$ cat config.mk
export PLATFORM = sky130hd
export DESIGN_NAME = cpu_seq
export DESIGN_NICKNAME = d
export VERILOG_FILES = /design/src/rtl/cpu_pkg.sv /design/src/rtl/cpu_decode.sv /design/src/rtl/cpu_seq.sv
export SDC_FILE = /design/constraint.sdc
export NUM_CORES = 1
export LEC_CHECK = 0
export CORE_MARGIN = 2
export CORE_UTILIZATION = 43
export CTS_BUF_LIST = sky130_fd_sc_hd__clkbuf_4
export DETAILED_ROUTE_END_ITERATION = 8
export GPL_TIMING_DRIVEN = 0
export PLACE_DENSITY_LB_ADDON = 0.15
export SYNTH_ARGS = -nofsm -noshare
export SYNTH_HDL_FRONTEND = slang
export SYNTH_SLANG_ARGS = --single-unit
export TNS_END_PERCENT = 20
$ cat constraint.sdc
create_clock -name clk -period 2.2 [get_ports clk]
set_input_delay 0.33 -clock clk [delete_from_list [all_inputs] [get_ports clk]]
set_output_delay 0.33 -clock clk [all_outputs]
set_load 0.02 [all_outputs]
$ cat src/rtl/cpu_pkg.sv
// Shared definitions for the 4-bit accumulator CPU sequencer:
// opcodes, ALU op encodings, sequencer states and default widths.
package cpu_pkg;

   localparam int unsigned ADDR_W_DEF = 4;
   localparam int unsigned DATA_W_DEF = 4;
   localparam int unsigned OPC_W      = 4;

   localparam logic [OPC_W-1:0] OP_HALT = 4'b0000;
   localparam logic [OPC_W-1:0] OP_LOAD = 4'b0001;
   localparam logic [OPC_W-1:0] OP_ADD  = 4'b0010;
   localparam logic [OPC_W-1:0] OP_SUB  = 4'b0011;
   localparam logic [OPC_W-1:0] OP_AND  = 4'b0100;
   localparam logic [OPC_W-1:0] OP_OR   = 4'b0101;
   localparam logic [OPC_W-1:0] OP_XOR  = 4'b0110;
   localparam logic [OPC_W-1:0] OP_XNOR = 4'b0111;
   localparam logic [OPC_W-1:0] OP_NOP  = 4'b1000;

   typedef enum logic [2:0] {
      ALU_ADD  = 3'b000,
      ALU_SUB  = 3'b001,
      ALU_AND  = 3'b010,
      ALU_OR   = 3'b011,
      ALU_XOR  = 3'b100,
      ALU_XNOR = 3'b101
   } alu_op_e;

   typedef enum logic [2:0] {
      S_IDLE, S_F_OP, S_F_ARG, S_DEC, S_EXEC, S_LD0, S_LD1, S_HALT
   } state_e;

   // States in which the core counts as running
   function automatic logic is_busy_state(input state_e s);
      return s inside {S_F_OP, S_F_ARG, S_DEC, S_EXEC, S_LD0, S_LD1};
   endfunction

endpackage

$ cat src/rtl/cpu_decode.sv
// Combinational opcode decoder: latched opcode -> ALU op and instruction class.
module cpu_decode
   import cpu_pkg::*;
#(
   parameter int unsigned DATA_W = DATA_W_DEF
) (
   input  logic [DATA_W-1:0] ir,
   output alu_op_e           alu_op,
   output logic              is_load,
   output logic              is_halt,
   output logic              is_nop,
   output logic              illegal
);

   always_comb begin
      alu_op  = ALU_ADD;
      is_load = 1'b0;
      is_halt = 1'b0;
      is_nop  = 1'b0;
      illegal = 1'b0;
      case (ir)
         DATA_W'(OP_HALT): is_halt = 1'b1;
         DATA_W'(OP_LOAD): is_load = 1'b1;
         DATA_W'(OP_ADD):  alu_op  = ALU_ADD;
         DATA_W'(OP_SUB):  alu_op  = ALU_SUB;
         DATA_W'(OP_AND):  alu_op  = ALU_AND;
         DATA_W'(OP_OR):   alu_op  = ALU_OR;
         DATA_W'(OP_XOR):  alu_op  = ALU_XOR;
         DATA_W'(OP_XNOR): alu_op  = ALU_XNOR;
         DATA_W'(OP_NOP):  is_nop  = 1'b1;
         default:          illegal = 1'b1;
      endcase
   end

endmodule

$ cat src/rtl/cpu_seq.sv
// Multi-cycle fetch/decode/execute sequencer for the 4-bit accumulator CPU,
// sharing the IMEM write port with a host loader while the core is stopped.
module cpu_seq
   import cpu_pkg::*;
#(
   parameter int unsigned ADDR_W = ADDR_W_DEF,
   parameter int unsigned DATA_W = DATA_W_DEF
) (
   input  logic              clk,
   input  logic              reset,
   input  logic              start,
   input  logic              stop,
   output logic              busy,
   output logic              halted,
   output logic              err,
   output logic [ADDR_W-1:0] pc,
   output logic [DATA_W-1:0] ir,
   output logic [DATA_W-1:0] operand,
   output logic [ADDR_W-1:0] imem_addr,
   output logic              imem_re,
   input  logic [DATA_W-1:0] imem_rdata,
   output logic              imem_we,
   output logic [DATA_W-1:0] imem_wdata,
   input  logic              host_valid,
   output logic              host_ready,
   input  logic [ADDR_W-1:0] host_addr,
   input  logic [DATA_W-1:0] host_data,
   output logic [ADDR_W-1:0] dmem_addr,
   output logic              dmem_re,
   input  logic [DATA_W-1:0] dmem_rdata,
   output logic [2:0]        alu_op,
   output logic              acc_we,
   output logic              r0_we,
   output logic              r1_we
);

   state_e  state_q, state_d;
   logic    stop_pend_q;
   logic    stop_now;
   logic    host_wr;
   logic    launch;
   alu_op_e dec_alu_op;
   logic    dec_load, dec_halt, dec_nop, dec_illegal;

   cpu_decode #(.DATA_W(DATA_W)) u_decode (
      .ir      (ir),
      .alu_op  (dec_alu_op),
      .is_load (dec_load),
      .is_halt (dec_halt),
      .is_nop  (dec_nop),
      .illegal (dec_illegal)
   );

   // A host write in the same cycle blocks start
   assign launch   = start && !host_valid;
   assign stop_now = stop_pend_q || stop;

   // Memory port muxing: host write passes straight through to IMEM
   assign host_wr    = host_valid && host_ready;
   assign imem_we    = host_wr;
   assign imem_wdata = host_data;
   assign imem_addr  = host_wr ? host_addr
                     : (state_q == S_F_ARG) ? pc + ADDR_W'(1) : pc;
   assign dmem_re    = ((state_q == S_DEC) && dec_load) || (state_q == S_LD0);
   assign dmem_addr  = (state_q == S_LD0) ? ADDR_W'(operand) + ADDR_W'(1)
                                         : ADDR_W'(imem_rdata);

   always_comb begin
      state_d = state_q;
      case (state_q)
         S_IDLE, S_HALT: if (launch) state_d = S_F_OP;
         S_F_OP:  state_d = S_F_ARG;
         S_F_ARG: state_d = S_DEC;
         S_DEC: begin
            if (dec_halt || dec_illegal) state_d = S_HALT;
            else if (dec_nop)            state_d = stop_now ? S_HALT : S_F_OP;
            else if (dec_load)           state_d = S_LD0;
            else                         state_d = S_EXEC;
         end
         S_EXEC:  state_d = stop_now ? S_HALT : S_F_OP;
         S_LD0:   state_d = S_LD1;
         S_LD1:   state_d = stop_now ? S_HALT : S_F_OP;
         default: state_d = S_IDLE;
      endcase
   end

   // Strobes are registered from the next state so they line up with it
   always_ff @(posedge clk or negedge reset) begin
      if (!reset) begin
         state_q     <= S_IDLE;
         stop_pend_q <= 1'b0;
         pc          <= '0;
         ir          <= '0;
         operand     <= '0;
         err         <= 1'b0;
         busy        <= 1'b0;
         halted      <= 1'b0;
         host_ready  <= 1'b0;
         imem_re     <= 1'b0;
         acc_we      <= 1'b0;
         r0_we       <= 1'b0;
         r1_we       <= 1'b0;
         alu_op      <= ALU_ADD;
      end else begin
         state_q    <= state_d;
         busy       <= is_busy_state(state_d);
         halted     <= (state_d == S_HALT);
         host_ready <= (state_d == S_IDLE) || (state_d == S_HALT);
         imem_re    <= (state_d == S_F_OP) || (state_d == S_F_ARG);
         acc_we     <= (state_d == S_EXEC);
         r0_we      <= (state_d == S_LD0);
         r1_we      <= (state_d == S_LD1);
         alu_op     <= (state_d == S_EXEC) ? dec_alu_op : ALU_ADD;

         if (state_d == S_HALT)
            stop_pend_q <= 1'b0;
         else if (is_busy_state(state_q) && stop)
            stop_pend_q <= 1'b1;

         case (state_q)
            S_IDLE, S_HALT: begin
               if (launch) begin
                  pc  <= '0;
                  err <= 1'b0;
               end
            end
            S_F_ARG: ir <= imem_rdata;
            S_DEC: begin
               operand <= imem_rdata;
               pc      <= pc + ADDR_W'(2);
               if (dec_illegal) err <= 1'b1;
            end
            default: ;
         endcase
      end
   end

endmodule

Yosys cells after proc, flatten, opt, wreduce, memory -nomap -nowiden
Cells that the tools add are included.
{ "word_totals": {"in_bits": 21, "latch_bits": 0, "mem_count": 0, "romBits": 0, "ram_bits": 0, "elab_cells": 85, "regBits": 27} }
{ "op_classes": {"addsub": 3, "magnitude_cmp": 0, "div": 0, "shifts": 0, "bitwise": 0, "n_mux": 22, "reduce_logical": 22, "n_eq_ne": 24, "mul": 0} }
{ "ops": {"columns": ["operator", "n"], "rows": [
  ["$eq A3 B3 Y1 const B", 8],
  ["$pmux W3 S6", 1],
  ["$eq A4 B3 Y1 const B", 4],
  ["$mux W4", 4],
  ["$mux W3", 5],
  ["$pmux W3 S5", 1],
  ["$eq A3 B2 Y1 const B", 4],
  ["$reduce_bool A6 Y1", 2],
  ["$mux W1", 9],
  ["$reduce_or A9 Y1", 1],
  ["$add A4 B1 Y4 const B", 2],
  ["$eq A4 B2 Y1 const B", 2],
  ["$pmux W4 S2", 1],
  ["$eq A3 B1 Y1 const B", 2],
  ["$logic_not A3 Y1", 2],
  ["$logic_or A1 B1 Y1", 5],
  ["$add A4 B2 Y4 const B", 1],
  ["$eq A4 B1 Y1 const B", 1],
  ["$eq A4 B4 Y1 const B", 1],
  ["$logic_and A1 B1 Y1", 4],
  ["$logic_not A4 Y1", 1],
  ["$ne A2 B2 Y1 const B", 2],
  ["$reduce_bool A2 Y1", 2],
  ["$reduce_or A2 Y1", 2],
  ["other kinds (4)", 4]
]} }

Depth between registers and ports, before layout
{ "logic_depth": {"depth_word": 8, "mapped_depth": 6, "depth_no_buf": 5} }

Cells and area by module
From an unflattened synthesis, not the netlist that was laid out.
{ "hier_totals": {"hier_cells": 128, "hier_area_um2": 1403.8} }
{ "modules_own_cells": {"columns": ["module", "n_inst", "area_per_inst_um2", "cells_per_inst", "seq_area_each_um2"], "rows": [
  ["cpu_seq", 1, 1326.3, 119, 650.6],
  ["cpu_decode", 1, 77.6, 9, 0.0]
]} }

Worst setup path before layout
Ideal clock, no wire load.
{ "synth_path": {"path_type": "register to output", "from": "reg ir[1]", "to": "out dmem_re", "arrival_ns": 1.669, "t_required_ns": 1.870, "path_stages_with_launch": 6, "setup_slack_ns": 0.201, "n_path_buf": 0, "cell_sequence": "dfrtp_1 -> nor3_1 -> nand3_2 -> a31oi_1 -> nand2_1 -> o21ai_1"} }
{ "synth_via": {"elab_chain_len": 4} }
{ "synth_lines": {"columns": ["element", "line_no", "rtl"], "rows": [
  ["start, declared", "cpu_seq.sv:17", "output logic [DATA_W-1:0] ir,"],
  ["start signal, assigned", "cpu_seq.sv:127", "S_F_ARG: ir <= imem_rdata;"],
  ["$eq A4 B1 Y1", "cpu_decode.sv:21", "case (ir)"],
  ["$mux W1", "cpu_decode.sv:21", null],
  ["$logic_and A1 B1 Y1", "cpu_seq.sv:64", "assign dmem_re = ((state_q == S_DEC) && dec_load) || (state_q == S_LD0);"],
  ["$logic_or A1 B1 Y1", "cpu_seq.sv:64", null],
  ["end, declared", "cpu_seq.sv:29", "output logic dmem_re,"]
]} }
Every way passes these cells.

Worst setup path in the final report
{ "layout_path": {"from": "reg state_q[2]", "to": "out dmem_re"} }
{ "layout_via": {"elab_chain_len": 3} }
{ "layout_lines": {"columns": ["element", "line_no", "rtl"], "rows": [
  ["start, declared", "cpu_seq.sv:37", "state_e state_q, state_d;"],
  ["start signal, assigned", "cpu_seq.sv:105", "state_q <= state_d;"],
  ["$eq A3 B2 Y1", "cpu_seq.sv:64", null],
  ["$logic_and A1 B1 Y1", "cpu_seq.sv:64", null],
  ["$logic_or A1 B1 Y1 *", "cpu_seq.sv:64", null]
]} }
Mark *: on every way between the ends. The rest lies on a longest branch, timed or not.

==> summary.log <==
qor: run_status.status finished, violations left
qor: run_status.failed_checks setup timing
qor: synth.synth.net_count 154
qor: sta.worst_slew_pin_slew 1.16 ns
qor: synth.netlist-cell-type-count 35
qor: power_and_ir_drop.power_leakage 0.960 nW
qor: route.postRouteAntennaNets 0
qor: global_route.antenna_found_initial 0
qor: die.floorplan.initialDensity 0.445
qor: sta.clock.fmax 0.438 GHz
qor: critical_path.slack_of_the_worst_reg_to_reg_path 0.43 ns
qor: critical_path.rr_startpoint state_q[2]
qor: cts.cts_hold_buf 0
qor: final_layout.share_of_cells_above_drive_strength_1 0.286
qor: die.die-area 3600 sq um
qor: cts.tritoncts done
qor: cts.max-clock-path-buffers 2
qor: synth.synth_warnings 0
qor: critical_path.critical_path.startpoint state_q[2]
qor: critical_path.cp-end-kind output port
qor: sta.finalWorstPathRequiredPeriod 2.28 ns
qor: route.vias 1,129
qor: die.fp.dieH 60.0 microns
qor: synth.netlist_area 1350 sq um
qor: cts.clkTransAtPathRegs 0.14 ns
qor: route.wl_met1 1450 microns
qor: power_and_ir_drop.power.share.combinational 0.645
qor: cts.cts_made_buffers 3
qor: sta.finalSetupViolCount 1
qor: die.die_w 60.0 microns
qor: critical_path.reg2reg_to stop_pend_q
qor: global_route.track_usage 0.182
qor: sta.final-hold-violation-count 0
qor: route.route.top_layer_used met4
qor: global_route.grt_start_max_net_pins 27
qor: die.number_of_top_level_pins 58
qor: critical_path.endpoint dmem_re
qor: final_layout.design.final.nets 216
qor: synth.synth-seq-area-share 0.483
qor: placed_design.place.gp.congestion 0.773
qor: sta.drv_slew 0
qor: global_route.globalRoute.totalOverflow 0
qor: route.dr.pass1.iters 4
qor: cts.htree_levels 1
qor: sta.timing.final.ws_setup -0.0824 ns
qor: placed_design.placement.cell_area 1880 sq um
qor: critical_path.cp_data_arrival_time 1.95 ns
qor: sta.final_skew 0.00470 ns
qor: route.route.met2.wl 1560 microns
qor: global_route.grt_pass1_wl 4830 microns
qor: sta.relSlewSlack 0.226
qor: die.core-area 3030 sq um
qor: power_and_ir_drop.power_frac_clock 0.098
qor: final_layout.fillers 234
qor: power_and_ir_drop.sw_frac_of_total 0.427
qor: route.met3_wirelength 139 microns
qor: critical_path.worstSetupStartpointType flip-flop
qor: sta.unrepaired_setup_endpoints_after_global_routing true
qor: sta.final.hold.worst_slack 0.531 ns
qor: synth.synth-seq-cells 26
qor: synth.avgSynthCellArea 10.3 sq um
qor: power_and_ir_drop.internal_power_consumption 1.97 mW
qor: cts.tritoncts_num_sinks 26
qor: critical_path.cp.required 1.87 ns
qor: power_and_ir_drop.irDropWorstVdd 0.000681 V
qor: power_and_ir_drop.cellPowerDensity 1640 nW/um^2
qor: placed_design.port_buffers 48
qor: critical_path.crit_fanout 5
qor: power_and_ir_drop.power_switching 1.47 mW
qor: synth.syn-instance-count 131
qor: global_route.first_global_vias 1,075
qor: final_layout.area_growth_syn_to_layout 55.5%
qor: worst_hold_path.worst_hold_path_type reg2reg
qor: die.fp-row-count 20
qor: final_layout.insertedDiodeCount 0
qor: run.maxCapViolations 0
qor: power_and_ir_drop.finalPower 3.44 mW
qor: placed_design.dp_hpwl 2150 microns
qor: sta.timing.final.crit_share 1.04
qor: critical_path.worstSetupPathType reg2out
qor: route.drc_errors 0
qor: cts.worst_skew_pair.late_latency 0.34 ns
qor: route.wire_length_per_cell_after_detailed_routing 13.6 microns
qor: critical_path.worstRegToRegCells 7
qor: power_and_ir_drop.p_seq_frac 0.257
qor: final_layout.post_layout_instance_area 2100 sq um
qor: route.routed_wl 3210 microns
qor: route.first_iter_violations 26
qor: route.drt-vias-per-instance 4.78
qor: cts.clock_tree.root_cell sky130_fd_sc_hd__clkbuf_4
## metal layers
| metal | up-vias | GRT usage |
|---|---|---|
| met3 | 5 | 0.0346 |
| met2 | 32 | 0.300 |
| met5 | - | 0 |
| li1 | 557 | - |
| met4 | 0 | 0.0857 |
| met1 | 535 | 0.230 |
## cell type report
| type | count | area, sq um | area share |
|---|---|---|---|
| Clock buffer | 3 | 22.5 | 0.0107 |
| Sequential cell | 26 | 654 | 0.312 |
| Multi-Input combinational cell | 91 | 686 | 0.327 |
| Tap cell | 44 | 55.1 | 0.0263 |
| Buffer | 10 | 90.1 | 0.0430 |
| Inverter | 4 | 15.0 | 0.00716 |
| Timing Repair Buffer | 57 | 543 | 0.259 |
| Clock inverter | 1 | 30.0 | 0.0143 |
## synth_stat cells
library cell	number	area, sq um
sky130_fd_sc_hd__a21oi_1	4	20.0
sky130_fd_sc_hd__or3_1	1	6.26
sky130_fd_sc_hd__buf_2	1	5.00
sky130_fd_sc_hd__nand3_2	1	10.0
sky130_fd_sc_hd__nand3b_1	2	15.0
sky130_fd_sc_hd__o221ai_2	1	15.0
sky130_fd_sc_hd__a21o_1	1	7.51
sky130_fd_sc_hd__o21ai_1	1	5.00
sky130_fd_sc_hd__xor2_1	2	17.5
sky130_fd_sc_hd__nand2b_1	2	12.5
sky130_fd_sc_hd__ha_1	2	25.0
sky130_fd_sc_hd__nor3_4	1	16.3
sky130_fd_sc_hd__inv_1	3	11.3
sky130_fd_sc_hd__nor3b_2	3	37.5
sky130_fd_sc_hd__a211oi_4	2	40.0
sky130_fd_sc_hd__buf_4	7	52.6
sky130_fd_sc_hd__nor2b_1	1	6.26
sky130_fd_sc_hd__nor3_1	3	15.0
sky130_fd_sc_hd__a31oi_1	1	6.26
sky130_fd_sc_hd__xnor2_1	1	8.76
sky130_fd_sc_hd__o211ai_1	1	7.51
sky130_fd_sc_hd__nand3_1	2	10.0
sky130_fd_sc_hd__and3_1	4	25.0
sky130_fd_sc_hd__or2_2	2	12.5
sky130_fd_sc_hd__nand2_1	24	90.1
sky130_fd_sc_hd__o21bai_1	1	7.51
sky130_fd_sc_hd__nor2_1	11	41.3
sky130_fd_sc_hd__inv_2	1	3.75
sky130_fd_sc_hd__dfrtp_1	26	651
sky130_fd_sc_hd__mux2_2	8	90.1
sky130_fd_sc_hd__nor3b_1	1	7.51
sky130_fd_sc_hd__conb_1	1	3.75
sky130_fd_sc_hd__and3b_1	2	17.5
sky130_fd_sc_hd__o21ai_0	5	25.0
sky130_fd_sc_hd__buf_6	2	22.5
## worst min-delay path by stage
stage,startpoint,to,cells past startpoint
after global placement,err,err,2
after floorplan,reset,acc_we,0
after global routing,err,err,2
final,err,err,2
after CTS,err,err,2
after detailed placement,err,err,2
## flip-flops by register name (all words and copies together), names as in the netlist
name and flops:
ir 4, operand 4, alu_op 3, pc 3, state_q 3, acc_we 1
busy 1, err 1, halted 1, host_ready 1, imem_re 1, r0_we 1
r1_we 1, stop_pend_q 1
## worst max-delay path, stage by stage, from the launching register on
cell and delay (ns):
sky130_fd_sc_hd__dfrtp_1 0.45, sky130_fd_sc_hd__buf_6 0.14, sky130_fd_sc_hd__nor3b_4 0.24, sky130_fd_sc_hd__o221ai_4 0.15, sky130_fd_sc_hd__a31oi_2 0.24, sky130_fd_sc_hd__nand2_2 0.09
sky130_fd_sc_hd__o21ai_2 0.17, sky130_fd_sc_hd__buf_6 0.14
## layout by cell type (no fill, tap or decap), types with 4 or more instances in the layout
cell type	count
sky130_fd_sc_hd__mux2_2	8
sky130_fd_sc_hd__buf_6	5
sky130_fd_sc_hd__a21oi_1	4
sky130_fd_sc_hd__dfrtp_1	23
sky130_fd_sc_hd__buf_4	14
sky130_fd_sc_hd__o21ai_0	5
sky130_fd_sc_hd__nor2_1	11
sky130_fd_sc_hd__clkdlybuf4s50_1	41
sky130_fd_sc_hd__dlygate4sd2_1	5
sky130_fd_sc_hd__nand2_1	22
## kinds of logic (layout without fill, tap and decap cells)
logic type / count (synthesis) / after routing / share of synthesized area
muxes: 8 / 8 / 0.0669
xor gates and xnor gates: 3 / 3 / 0.0195
adders and majority gates: 2 / 2 / 0.0186
DFF: 26 / 26 / 0.483
and+or+nand+nor: 60 / 60 / 0.240
other: 1 / 1 / 0.00278
buffers and inverters: 14 / 75 / 0.0706
AOI/OAI and AO/OA: 17 / 17 / 0.0994
## through the flow
stage	worst slack, ns	cells	util	setup TNS, ns
after floorplan	0.201	131	-	0
after global placement	-0.582	223	0.622	-0.738
after detailed placement	-0.587	223	0.622	-0.757
after CTS	-0.0791	231	0.657	-0.0791
after global routing	-0.232	236	0.692	-0.232
final	-0.0824	236	0.692	-0.0824
## power by group through the flow
stage,logic (mW),clock network (mW),registers [mW]
detailed placement,1.92,0,0.860
finish,2.22,0.336,0.887
global route,2.38,0.365,0.920
floorplan,1.02,0,1.04
global placement,1.88,0,0.854
CTS,2.00,0.339,0.858
## repair_timing
action,CTS,global route
setup buffers,4,4
setup endpoints to repair,6,5
cloned,0,1
gates resized for setup,16,18
pin swaps,2,4
Power figures use the tool's default switching activity.
